### config.mk
export PLATFORM = sky130hd
export DESIGN_NAME = life_gen_sched
export DESIGN_NICKNAME = d
export VERILOG_FILES = /design/src/rtl/life_gen_sched.sv
export SDC_FILE = /design/constraint.sdc
export NUM_CORES = 1
export LEC_CHECK = 0
export ABC_AREA = 1
export CORE_ASPECT_RATIO = 1.25
export CORE_UTILIZATION = 55
export CTS_CLUSTER_SIZE = 12
export DETAILED_ROUTE_END_ITERATION = 8
export PLACE_DENSITY = 0.76
export SLEW_MARGIN = 20
export SYNTH_ARGS = -nofsm -noshare
export SYNTH_HDL_FRONTEND = slang
export SYNTH_SLANG_ARGS = --single-unit
### constraint.sdc
create_clock -name clk -period 5 [get_ports clk]
set_clock_uncertainty 0.1 [all_clocks]
set_input_delay 0.75 -clock clk [delete_from_list [all_inputs] [get_ports clk]]
set_output_delay 0.75 -clock clk [all_outputs]
set_load 0.005 [all_outputs]
### src/rtl/life_gen_sched.sv
// life_gen_sched: double-buffered Game of Life sequencer, one cell per clock, LIFE_TORUS_EN selects toroidal wrap.
// start->done takes G*(ROWS*COLS+1)+1 clocks; no backpressure, start/wr_en/gens are ignored while busy.
module life_gen_sched #(
  parameter  int COLS = 8,
  parameter  int ROWS = 8,
  localparam int RW   = $clog2(ROWS),
  localparam int CW   = $clog2(COLS)
) (
  input  logic            clk,
  input  logic            rst_n,
  input  logic            start,
  input  logic [7:0]      gens,
  input  logic            wr_en,
  input  logic [RW-1:0]   wr_row,
  input  logic [COLS-1:0] wr_data,
  input  logic [RW-1:0]   rd_row,
  output logic [COLS-1:0] rd_data,
  output logic            busy,
  output logic            done,
  output logic [7:0]      gen_count
);

  typedef enum logic [1:0] {S_IDLE, S_SCAN, S_SWAP, S_DONE} state_t;

  state_t          r_state;
  logic [COLS-1:0] r_cur [ROWS];
  logic [COLS-1:0] r_nxt [ROWS];
  logic [RW-1:0]   r_r;
  logic [CW-1:0]   r_c;
  logic [7:0]      r_rem;
  logic [7:0]      r_gen;
  logic            r_busy;
  logic            r_done;
  logic [COLS-1:0] r_rd;

  logic [RW-1:0]   w_rup, w_rdn;
  logic [CW-1:0]   w_cl, w_cr;
  logic            w_up_ok, w_dn_ok, w_lf_ok, w_rt_ok;
  logic [COLS-1:0] w_up, w_md, w_dn;
  logic [3:0]      w_n;
  logic            w_next;

  // Neighbour count for the cell under the scan pointer, read from cur only.
  always_comb begin
    w_rup = (r_r == '0) ? RW'(ROWS-1) : r_r - RW'(1);
    w_rdn = (r_r == RW'(ROWS-1)) ? '0 : r_r + RW'(1);
    w_cl  = (r_c == '0) ? CW'(COLS-1) : r_c - CW'(1);
    w_cr  = (r_c == CW'(COLS-1)) ? '0 : r_c + CW'(1);
`ifdef LIFE_TORUS_EN
    w_up_ok = 1'b1;
    w_dn_ok = 1'b1;
    w_lf_ok = 1'b1;
    w_rt_ok = 1'b1;
`else
    w_up_ok = (r_r != '0);
    w_dn_ok = (r_r != RW'(ROWS-1));
    w_lf_ok = (r_c != '0);
    w_rt_ok = (r_c != CW'(COLS-1));
`endif
    w_up = w_up_ok ? r_cur[w_rup] : '0;
    w_md = r_cur[r_r];
    w_dn = w_dn_ok ? r_cur[w_rdn] : '0;
    w_n  = 4'(w_up[w_cl] & w_lf_ok) + 4'(w_up[r_c]) + 4'(w_up[w_cr] & w_rt_ok)
         + 4'(w_md[w_cl] & w_lf_ok)                 + 4'(w_md[w_cr] & w_rt_ok)
         + 4'(w_dn[w_cl] & w_lf_ok) + 4'(w_dn[r_c]) + 4'(w_dn[w_cr] & w_rt_ok);
    w_next = (w_n == 4'd3) | (w_md[r_c] & (w_n == 4'd2));
  end

  always_ff @(posedge clk or negedge rst_n) begin
    if (!rst_n) begin
      r_state <= S_IDLE;
      for (int i = 0; i < ROWS; i++) begin
        r_cur[i] <= '0;
        r_nxt[i] <= '0;
      end
      r_r    <= '0;
      r_c    <= '0;
      r_rem  <= '0;
      r_gen  <= '0;
      r_busy <= 1'b0;
      r_done <= 1'b0;
      r_rd   <= '0;
    end else begin
      r_done <= 1'b0;
      r_rd   <= r_cur[rd_row];
      case (r_state)
        S_IDLE: begin
          // A write in the same cycle as start lands before the first scan reads cur.
          if (wr_en) r_cur[wr_row] <= wr_data;
          if (start) begin
            r_gen <= '0;
            if (gens != 8'd0) begin
              r_rem   <= gens;
              r_r     <= '0;
              r_c     <= '0;
              r_busy  <= 1'b1;
              r_state <= S_SCAN;
            end else begin
              r_state <= S_DONE;
            end
          end
        end
        S_SCAN: begin
          r_nxt[r_r][r_c] <= w_next;
          if (r_c == CW'(COLS-1)) begin
            r_c <= '0;
            if (r_r == RW'(ROWS-1)) begin
              r_r     <= '0;
              r_state <= S_SWAP;
            end else begin
              r_r <= r_r + RW'(1);
            end
          end else begin
            r_c <= r_c + CW'(1);
          end
        end
        S_SWAP: begin
          for (int i = 0; i < ROWS; i++) r_cur[i] <= r_nxt[i];
          if (r_gen != 8'hFF) r_gen <= r_gen + 8'd1;
          r_rem <= r_rem - 8'd1;
          if (r_rem == 8'd1) begin
            r_busy  <= 1'b0;
            r_state <= S_DONE;
          end else begin
            r_r     <= '0;
            r_c     <= '0;
            r_state <= S_SCAN;
          end
        end
        S_DONE: begin
          r_done  <= 1'b1;
          r_state <= S_IDLE;
        end
        default: r_state <= S_IDLE;
      endcase
    end
  end

  assign rd_data   = r_rd;
  assign busy      = r_busy;
  assign done      = r_done;
  assign gen_count = r_gen;

endmodule

==> impl_results.md <==
- Initial core utilization: 56.6%
- Async SR Flop Fraction: 100%
- Max-cap violations: 0
- Post-synthesis area per instance: 6.88 µm²
- Root Driver: clkbuf_16
- Placed Cells: 1973
- Post-synthesis xor/xnor area fraction: 0.229%
- Headroom to the max-slew limit: 28.0%
- Total wire length after detailed routing: 44600 µm
- TritonCTS clock tree: yes
- Total clock sinks: 162
- Cells after Synth: 1667
- Time the worst path needs with I/O delays and setup: 4980 ps
- Complex-gate fraction of the synthesized area: 17.0%
- Crit path required time: 5280 ps
- Layout cell share with drive strength beyond 1: 21.8%
- Detailed Routing Iterations Pass 1: 7
- Startpoint kind of the worst setup timing path: flop
- TritonCTS Buffers: 17
- Sequential element share of the synthesized area: 35.4%
- Slew at the pin with the worst max-slew slack: 1070 ps
- Slowest CP cell: fa_1
- Half-perimeter wire length after detailed placement: 29700 µm
- Post-synth EDFFs: 0
- Total of endpoints with negative setup slack in the final report: 0
- Register clock-pin slew on the reported worst setup and hold paths: 80 ps
- Post-Syn Area: 0.0115 mm²
- Synth-to-Final Area Change: 25.4%
- Fin crit share: 99.7%
- Die width: 131 µm
- Cell Rows: 58
- Iter 0 DRT Violations: 1563
- Total of flip-flops plus latches after synthesis: 162
- Max-slew violation count: 0
- Arrival time at the worst endpoint: 5260 ps
- Total number of vias: 12700
- Maximum level of the CTS H-tree: 4
- Final Wtd Congestion: 1.01
- Unrepaired setup endpoints after global routing: true
- Highest net fanout along the worst path: 8
- Predominant post-synthesis flop cell: dfrtp_1
- Latest clock arrival within the worst-skew pair: 450 ps
- Total Nets Final: 1804
- Antenna diodes: 0
- Fill cells: 1676
- Number of synthesis warnings: 0
- Total DRC errors in the routed layout: 0
- Average via count per standard cell: 6.23
- Crit Path Category: reg2reg
- Initial antenna violation count: 0
- Sum of overflow across all layers after global routing: 0
- Net count after synthesis: 1711
- Wire length of the first global-routing pass: 64900 µm
- Run status: finished clean
- Chip height: 163 µm
- Final Worst Setup Slack: 15.6 ps
- Worst hold-check path type: in2async
- Pre-CTS WS: -119 ps
- Maximum number of buffers from clock root to sink: 2
- Area share of and/or/nand/nor cells after synthesis: 35.5%
- Number of global-route vias before repair: 11600
- Final cell count without fillers: 2043
- Overall fraction of global-route tracks in use: 39.6%
- Top-level I/O count: 44
- Final routed wire length divided by cell count: 21.8 µm
- Max Fclk: 201 MHz
- Count of port buffers added during placement: 43
- Slowest Stage Delay on Critical Path: 540 ps
- Total Die Area: 0.0214 mm²
- Fin. Hold Viols: 0
- Remaining number of nets flagged by the antenna check after routing: 0
- Core Box Area: 0.0202 mm²
- Share of synthesized area spent on multiplexers: 0%
- Main combinational cell family by area after synthesis: simple AND/OR/NAND/NOR gates
- Number of hold buffers added after cts: 0
- Maximum number of pins on one net before global-route repair: 98
- Yosys cell types: 42
- Type of destination of the critical path: flop
- Worst hold margin: 304 ps
- Share of synthesized cell area in full adder, half adder and majority cells: 2.23%
worst paths after layout:
path	to	cells after the start	start	slack, ps
hold / removal	r_nxt[59]	1	rst_n	300
setup reg to reg	r_nxt[9]	25	r_r[1]	20
min in group clk	r_nxt[24]	2	r_nxt[24]	410
setup / recovery	r_nxt[9]	25	r_r[1]	20
hold reg to reg	r_nxt[24]	2	r_nxt[24]	410
max in group asynchronous	r_nxt[9]	2	rst_n	3460
stage by stage:
step	utilization, %	instance area (µm²)	TNS [ps]
finish	71.0	14400	0
global route	71.0	14400	-4720
CTS	65.0	13200	0
detailed placement	61.9	12500	-6230
global placement	61.9	12500	-2510
floorplan	-	11600	0
repair_timing:
| item | 4_1_cts | 5_1_grt |
|---|---|---|
| setup endpoints to repair | 64 | 64 |
| gates cloned | 1 | 11 |
| gates resized for setup | 6 | 178 |
| hold endpoints to repair | 0 | 0 |
| buffers inserted | 0 | 26 |
| pin swaps | 0 | 26 |
layout by cell type, fill, tap and decap left out, types with 17 or more instances in the layout:
master             n
buf_4             90
nand3_4           17
inv_2             21
nor2_1           105
dfrtp_1          159
o21ai_0          215
clkbuf_16         27
o21ai_1           37
nand2_1          460
a21oi_1           48
inv_1            119
nand2_2           37
nand3_1          117
nand3_2          101
clkdlybuf4s50_1   42
state kept, by name, indices dropped and copies added, names as in the netlist, 2 cells and up:
signal	flops
gen_count	8
r_rem	8
rd_data	8
r_nxt	64
r_r	3
r_state	2
r_c	3
r_cur	64
cells in the mapped netlist (2+ instances only):
cell type	number	area (µm²)
inv_2	17	63.8
ha_1	14	175
nand2_1	498	1870
nor3_2	7	70.1
o21ai_0	223	1120
o211ai_1	10	75.1
xor2_1	3	26.3
o21ai_1	33	165
a31oi_1	8	50.1
dfrtp_1	162	4050
nand3_2	60	601
clkbuf_1	42	158
nor2_4	4	45.0
o311ai_0	12	105
a21oi_2	2	17.5
inv_1	125	469
o22ai_1	6	37.5
fa_1	4	80.1
a221oi_1	8	70.1
nor2_8	2	40.0
a21oi_1	52	260
nor2_1	107	402
o21ai_2	2	17.5
buf_1	5	18.8
buf_6	15	169
nor4_1	2	12.5
nand3_1	175	876
buf_4	10	75.1
buf_2	28	140
nand4_1	7	43.8
nor3_1	10	50.1
nand2_2	4	25.0
layout make-up:
type	instances	area (µm²)	share of cell area, %
inverters	143	548	3.81
multi-input cells	1262	6990	48.6
clock buffers	19	443	3.08
repair buffers	174	1860	12.9
well taps	270	338	2.35
flip-flops and latches	162	4060	28.2
clock inverters	13	145	1.01
cell families (layout without fill, tap and decap cells):
logic type,Yosys count,count (layout)
simple gates,880,880
xor+xnor,3,3
fa+ha+maj,18,18
flops,162,162
compound gates,361,361
buf+inv,243,349
worst max-delay path, delay by kind of cell, from the launching register on:
| kind | cells | cell delay (ps) |
|---|---|---|
| adder cells (fa/ha/maj) | 6 | 2270 |
| AND/OR/NAND/NOR | 12 | 1100 |
| buffers and inverters | 5 | 650 |
| flip-flops | 1 | 420 |
| AO/OA/AOI/OAI | 2 | 350 |
layer usage:
layer / routed length [µm] / GRT usage [%] / vias to the layer above
met5: 0 / 0 / -
li1: - / - / 5721
met4: 3030 / 24.4 / 0
met3: 4440 / 6.11 / 185
met1: 16400 / 50.0 / 5946
met2: 20700 / 64.2 / 877
Power is not shown: default switching activity piles up to over one toggle a cycle in this logic, so the estimate is an artifact.
